==> config.mk <==
export PLATFORM = sky130hd
export DESIGN_NAME = load_unit_ctrl
export DESIGN_NICKNAME = d
export VERILOG_FILES = /design/src/rtl/load_unit_ctrl_pkg.sv /design/src/rtl/load_unit_ctrl.sv
export SDC_FILE = /design/constraint.sdc
export NUM_CORES = 1
export LEC_CHECK = 0
export BUFFER_PORTS_ARGS = -buffer_cell sky130_fd_sc_hd__buf_4
export CORE_AREA = 2 2 101 122
export CTS_CLUSTER_DIAMETER = 200
export DETAILED_ROUTE_END_ITERATION = 16
export DIE_AREA = 0 0 103 124
export HOLD_SLACK_MARGIN = 0.03
export PLACE_DENSITY = 0.89
export SETUP_SLACK_MARGIN = 0.5
export SLEW_MARGIN = 40
export SYNTH_ARGS = -nofsm -noshare
export SYNTH_HDL_FRONTEND = slang
export SYNTH_SLANG_ARGS = --single-unit
==> constraint.sdc <==
create_clock -name clk -period 3.8 [get_ports clk]
set_input_delay 0.57 -clock clk [delete_from_list [all_inputs] [get_ports clk]]
set_output_delay 0.57 -clock clk [all_outputs]
set_load 0.05 [all_outputs]
==> src/rtl/load_unit_ctrl_pkg.sv <==
// Shared types for the load sequencer.
// load_kind_t: load flavour from the decoder; encodings above lk_invalid are also illegal.
package load_unit_ctrl_pkg;

    typedef enum logic [2:0] {
        lk_lb      = 3'd0,
        lk_lh      = 3'd1,
        lk_lw      = 3'd2,
        lk_lbu     = 3'd3,
        lk_lhu     = 3'd4,
        lk_invalid = 3'd5
    } load_kind_t;

endpackage

==> src/rtl/load_unit_ctrl.sv <==
// RV32I load sequencer between decode and the data-memory read port.
// Accepts one load at a time, checks alignment, issues a word-aligned read,
// waits for the response (with timeout), extracts and extends the result and
// emits a one-cycle writeback or exception pulse. Flush cancels in flight
// without breaking the memory handshake.
// Ports:
//   clk, rst                      clock, async active-low reset
//   req_valid/req_ready           load request handshake (ready iff idle)
//   req_kind/req_addr/req_rd      load flavour, byte address, destination
//   flush                         cancel the in-flight load
//   mem_req_valid/ready, mem_addr word-aligned read request
//   mem_resp_valid/data           read response
//   wb_valid/wb_rd/wb_data        writeback pulse and payload
//   exc_valid/exc_cause/exc_addr  exception pulse and payload
//   busy                          not idle
module load_unit_ctrl
    import load_unit_ctrl_pkg::*;
#(
    parameter int unsigned XLEN    = 32,
    parameter int unsigned TIMEOUT = 255
) (
    input  logic            clk,
    input  logic            rst,
    input  logic            req_valid,
    output logic            req_ready,
    input  load_kind_t      req_kind,
    input  logic [XLEN-1:0] req_addr,
    input  logic [4:0]      req_rd,
    input  logic            flush,
    output logic            mem_req_valid,
    input  logic            mem_req_ready,
    output logic [XLEN-1:0] mem_addr,
    input  logic            mem_resp_valid,
    input  logic [XLEN-1:0] mem_resp_data,
    output logic            wb_valid,
    output logic [4:0]      wb_rd,
    output logic [XLEN-1:0] wb_data,
    output logic            exc_valid,
    output logic [3:0]      exc_cause,
    output logic [XLEN-1:0] exc_addr,
    output logic            busy
);

    localparam int unsigned TW = (TIMEOUT < 2) ? 1 : $clog2(TIMEOUT + 1);

    localparam logic [3:0] CAUSE_ILLEGAL   = 4'd2;
    localparam logic [3:0] CAUSE_MISALIGN  = 4'd4;
    localparam logic [3:0] CAUSE_ACC_FAULT = 4'd5;

    typedef enum logic [1:0] {
        ST_IDLE  = 2'd0,
        ST_REQ   = 2'd1,
        ST_WAIT  = 2'd2,
        ST_DRAIN = 2'd3
    } state_t;

    state_t          state_q, state_d;
    logic [TW-1:0]   timer_q, timer_d;
    load_kind_t      kind_q, kind_d;
    logic [XLEN-1:0] addr_q, addr_d;
    logic [4:0]      rd_q, rd_d;

    logic            wb_valid_d, exc_valid_d;
    logic [4:0]      wb_rd_d;
    logic [XLEN-1:0] wb_data_d, exc_addr_d;
    logic [3:0]      exc_cause_d;

    logic            illegal_c, misal_c, timeout_c;
    logic [7:0]      byte_c;
    logic [15:0]     half_c;
    logic [XLEN-1:0] load_data_c;

    // Status decodes straight off the state register
    assign req_ready     = (state_q == ST_IDLE);
    assign busy          = (state_q != ST_IDLE);
    assign mem_req_valid = (state_q == ST_REQ);
    assign mem_addr      = {addr_q[XLEN-1:2], 2'b00};

    assign timeout_c = (timer_q == TW'(TIMEOUT - 1));

    // Request legality and alignment
    always_comb begin
        illegal_c = 1'b0;
        misal_c   = 1'b0;
        case (req_kind)
            lk_lb, lk_lbu: misal_c = 1'b0;
            lk_lh, lk_lhu: misal_c = req_addr[0];
            lk_lw:         misal_c = |req_addr[1:0];
            default:       illegal_c = 1'b1;
        endcase
    end

    // Lane select and sign/zero extension of the returned word
    always_comb begin
        byte_c = mem_resp_data[{addr_q[1:0], 3'b000} +: 8];
        half_c = mem_resp_data[{addr_q[1], 4'b0000} +: 16];
        case (kind_q)
            lk_lb:   load_data_c = {{(XLEN-8){byte_c[7]}}, byte_c};
            lk_lbu:  load_data_c = {{(XLEN-8){1'b0}}, byte_c};
            lk_lh:   load_data_c = {{(XLEN-16){half_c[15]}}, half_c};
            lk_lhu:  load_data_c = {{(XLEN-16){1'b0}}, half_c};
            default: load_data_c = mem_resp_data;
        endcase
    end

    // Next state and registered pulse outputs
    always_comb begin
        state_d     = state_q;
        timer_d     = timer_q;
        kind_d      = kind_q;
        addr_d      = addr_q;
        rd_d        = rd_q;
        wb_valid_d  = 1'b0;
        wb_rd_d     = wb_rd;
        wb_data_d   = wb_data;
        exc_valid_d = 1'b0;
        exc_cause_d = exc_cause;
        exc_addr_d  = exc_addr;

        case (state_q)
            ST_IDLE: begin
                if (req_valid && !flush) begin
                    if (illegal_c || misal_c) begin
                        exc_valid_d = 1'b1;
                        exc_cause_d = illegal_c ? CAUSE_ILLEGAL : CAUSE_MISALIGN;
                        exc_addr_d  = req_addr;
                    end else begin
                        kind_d  = req_kind;
                        addr_d  = req_addr;
                        rd_d    = req_rd;
                        state_d = ST_REQ;
                    end
                end
            end
            ST_REQ: begin
                // Once the handshake completes the response is owed, so a
                // flush in that cycle must still drain it.
                if (mem_req_ready) begin
                    timer_d = '0;
                    state_d = flush ? ST_DRAIN : ST_WAIT;
                end else if (flush) begin
                    state_d = ST_IDLE;
                end
            end
            ST_WAIT: begin
                timer_d = timer_q + 1'b1;
                if (flush) begin
                    // Flush suppresses any pulse; leave only when nothing is owed
                    state_d = (mem_resp_valid || timeout_c) ? ST_IDLE : ST_DRAIN;
                end else if (mem_resp_valid) begin
                    wb_valid_d = 1'b1;
                    wb_rd_d    = rd_q;
                    wb_data_d  = load_data_c;
                    state_d    = ST_IDLE;
                end else if (timeout_c) begin
                    exc_valid_d = 1'b1;
                    exc_cause_d = CAUSE_ACC_FAULT;
                    exc_addr_d  = addr_q;
                    state_d     = ST_IDLE;
                end
            end
            ST_DRAIN: begin
                timer_d = timer_q + 1'b1;
                if (mem_resp_valid || timeout_c) begin
                    state_d = ST_IDLE;
                end
            end
            default: state_d = ST_IDLE;
        endcase
    end

    // State and output registers
    always_ff @(posedge clk or negedge rst) begin
        if (!rst) begin
            state_q   <= ST_IDLE;
            timer_q   <= '0;
            kind_q    <= lk_lb;
            addr_q    <= '0;
            rd_q      <= '0;
            wb_valid  <= 1'b0;
            wb_rd     <= '0;
            wb_data   <= '0;
            exc_valid <= 1'b0;
            exc_cause <= '0;
            exc_addr  <= '0;
        end else begin
            state_q   <= state_d;
            timer_q   <= timer_d;
            kind_q    <= kind_d;
            addr_q    <= addr_d;
            rd_q      <= rd_d;
            wb_valid  <= wb_valid_d;
            wb_rd     <= wb_rd_d;
            wb_data   <= wb_data_d;
            exc_valid <= exc_valid_d;
            exc_cause <= exc_cause_d;
            exc_addr  <= exc_addr_d;
        end
    end

endmodule

==> qor.tcl <==
set qor(postLayoutCellArea_um2) 8070
set qor(number_of_cts_inserted_buffers) 17
set qor(critical_path_arrival_ns) 2.81
set qor(post_synthesis_async_set_or_reset_flop_share) 1.00
set qor(share_comb_of_total_power) 0.546
set qor(post-route-util) 0.701
set qor(ctsResizeCount) 0
set qor(dieHeight_um) 124
set qor(floorplan.io_pins) 188
set qor(synth.yosys.warnings) 0
set qor(antenna_cells_inserted) 0
set qor(grt_max_degree) 85
set qor(wl_per_cell_um) 19.2
set qor(cts-root-buf) {clkbuf_16}
set qor(synthDominantCellAreaShare) 0.488
set qor(power.share.sequential) 0.286
set qor(syn_inst) 534
set qor(period_share) 0.662
set qor(dieWidth_um) 103
set qor(tightest_hold_margin_ns) 0.202
set qor(h-tree-depth) 4
set qor(tritoncts) {done}
set qor(clock_sink_count) 124
set qor(placement.io_buffers) 184
set qor(power_density_nw_per_um2) 1090
set qor(clock_period_minus_worst_slack_ns) 2.52
set qor(power_switching_share) 0.483
set qor(irDropWorstVdd_mv) 0.800
set qor(skew_ns) 0.00734
set qor(syn_to_final_growth_pct) 26.9
set qor(netlist-cell-type-count) 54
set qor(clk_pin_slew_ns) 0.05
set qor(static-leakage-power_uw) 0.00376
set qor(clock_share_of_power) 0.168
set qor(design_power_total_uw) 8810
set qor(cts_setup_buffers) 0
set qor(gr-usage-all-layers) 0.262
set qor(cell_area_after_synthesis_um2) 6360
set qor(floorplan.initialDensity) 0.552
set qor(drt.antenna.violating_nets) 0
set qor(detail_route.first_pass.iterations) 5
set qor(detailed_place.area_um2) 7520
set qor(required_ns) 4.09
set qor(ys_top_cells_by_area) {dfrtp_1 49%, mux2_2 14%, mux2_4 6.4%, buf_4 4.0%, nor2_1 2.4%}
set qor(criticalPathCategory) {flip-flop to flip-flop}
set qor(slew_at_the_pin_closest_to_its_max_slew_limit_ns) 0.735
set qor(fin_setup_tns_ns) 0
set qor(coreArea_um2) 11500
set qor(fillers) 875
set qor(post_route_cells_drive_above_1_share) 0.504
set qor(vias) 4710
set qor(holdBufCountCts) 0
set qor(drt_wl_total_um) 16300
set qor(clk-insertion-delay-late_ns) 0.41
set qor(die_area_um2) 12800
set qor(drcViolationCount) 0
set qor(clock_path_buffers) 2
set qor(grt.overflow.total) 0
set qor(synth-edff-count) 0
set qor(synth_top_flop_cell) {dfrtp_1}
set qor(postSynthAreaPerCell_um2) 11.9
set qor(endpoint_kind) {flip-flop}
set qor(timing.max_cap.violations) 0
set qor(vias_in_the_first_global_route) 4775
set qor(first_iter_violations) 193
set qor(slew_violations) 0
set qor(intPower_uw) 4550
set qor(timing.critical_path.fanout_max) 14
set qor(fmax_mhz) 397
set qor(setup_viol_count_final) 0
set qor(hpwlAfterDp_um) 11800
set qor(hold_crit_path_type) {input port to asynchronous set/reset pin}
set qor(synth_area_leader_cell) {dfrtp_1}
set qor(detail_route.vias_per_cell) 5.54
set qor(timing.slew.headroom) 0.510
set qor(rsz0062_at_grt) {no}
set qor(antenna_found_initial) 0
set qor(outcome) {finished, final reports clean}
set qor(synthesis_stage_register_bit_count) 124
set qor(net-switching-power_uw) 4260
set qor(critical_path.startpoint_type) {flip-flop}
set qor(nets) 761
set qor(grt_pass1_wl_um) 25200
set qor(routabilityCongestion) 0.983
set qor(count_of_final_hold_check_violations) 0
set qor(core.rowCount) 43
set qor(seq_area_frac_synth) 0.488
==> registers in the layout, summed over array words and instances, names as in the netlist <==
signal     count
exc_valid      1
state_q        2
kind_q         3
addr_q        32
rd_q           5
wb_data       32
timer_q        8
wb_valid       1
wb_rd          5
exc_cause      3
exc_addr      32
==> power by group through the flow <==
stage                     combinational [uW]  clock (uW)  sequential, uW
after CTS                               4830        1510            2510
after detailed placement                4820           0            2510
after global routing                    5050        1570            2610
final                                   4810        1480            2520
after global placement                  4710           0            2480
after floorplan                         2490           0            3650
==> cell usage in the layout (no fill, tap or decap), types with 6 or more instances in the layout <==
master / netlist / routed
nor2b_1: 9 / 9
a21oi_1: 14 / 14
clkbuf_16: 0 / 17
a21oi_2: 11 / 11
mux2_2: 80 / 80
mux2_4: 27 / 27
o21ai_0: 7 / 7
a2bb2oi_1: 8 / 8
o31ai_1: 10 / 10
o221ai_1: 6 / 6
nor2_1: 41 / 40
a211oi_1: 7 / 7
a2111oi_0: 7 / 7
nand3_1: 9 / 9
dfrtp_1: 124 / 124
a32oi_1: 7 / 7
buf_4: 34 / 188
nand2_1: 40 / 40
inv_1: 15 / 15
==> stage by stage <==
step / std cells / setup WS (ns)
6_report: 850 / 1.28
5_1_grt: 850 / 1.18
4_1_cts: 850 / 1.30
3_5_place_dp: 819 / 1.22
3_3_place_gp: 818 / 1.23
2_1_floorplan: 536 / 1.78
==> final timing paths <==
check | from | end | slack (ns) | cells past startpoint
max in group asynchronous | rst | addr_q[30] | 2.75 | 2
worst min-delay path | rst | wb_data[9] | 0.20 | 1
worst min register to register | rd_q[1] | wb_rd[1] | 0.47 | 2
min in group clk | req_rd[0] | rd_q[0] | 0.40 | 2
worst max register to register | state_q[1] | exc_addr[4] | 1.28 | 5
worst max-delay path | state_q[1] | exc_addr[4] | 1.28 | 5
==> critical path, cell delays in order, from the launching register on <==
cell	delay (ns)
dfrtp_1	0.51
or2_2	0.38
nor3_1	0.36
a21o_2	0.45
buf_4	0.34
mux2_2	0.37
==> layer usage <==
metal / GRT usage / vias to the layer above / routed length [um]
met2: 0.443 / 216 / 8190
met5: 0 / - / 0
met1: 0.319 / 2320 / 6460
li1: - / 2156 / -
met3: 0.0859 / 18 / 1420
met4: 0.0798 / 0 / 263
==> Yosys cell counts (3+ instances only) <==
master,n
inv_1,15
a21oi_2,11
o31ai_1,10
buf_6,9
nor3_1,3
nand3_1,9
clkbuf_1,10
nand2_1,40
o221ai_1,6
dfrtp_1,124
a32oi_1,7
a211oi_1,7
xnor2_1,3
nor2b_1,9
buf_4,34
nor2_1,41
a2bb2oi_1,8
buf_12,3
a2111oi_0,7
buf_2,8
o211ai_1,3
a21oi_1,14
mux2i_1,3
xor2_1,4
mux2_4,27
o21ai_0,7
mux2_2,80
==> logic make-up after synthesis <==
kind of cell	Yosys count	share of synthesized area
xor gates and xnor gates	7	0.00964
muxes	111	0.214
other	1	0.000590
and+or+nand+nor	116	0.0832
buffers and inverters	80	0.0872
adders and majority gates	3	0.00570
DFF	124	0.488
AOI/OAI and AO/OA	92	0.112
==> layout make-up <==
cell class	instances	area (um^2)	share of cell area
inverter	16	60.1	0.00744
timing repair buffer	190	1440	0.178
multi-input combinational	332	2730	0.338
clock inverter	11	97.6	0.0121
sequential	124	3100	0.384
tap	157	196	0.0243
clock buffer	20	447	0.0553
Note: power is estimated with default switching activity, not from simulation.
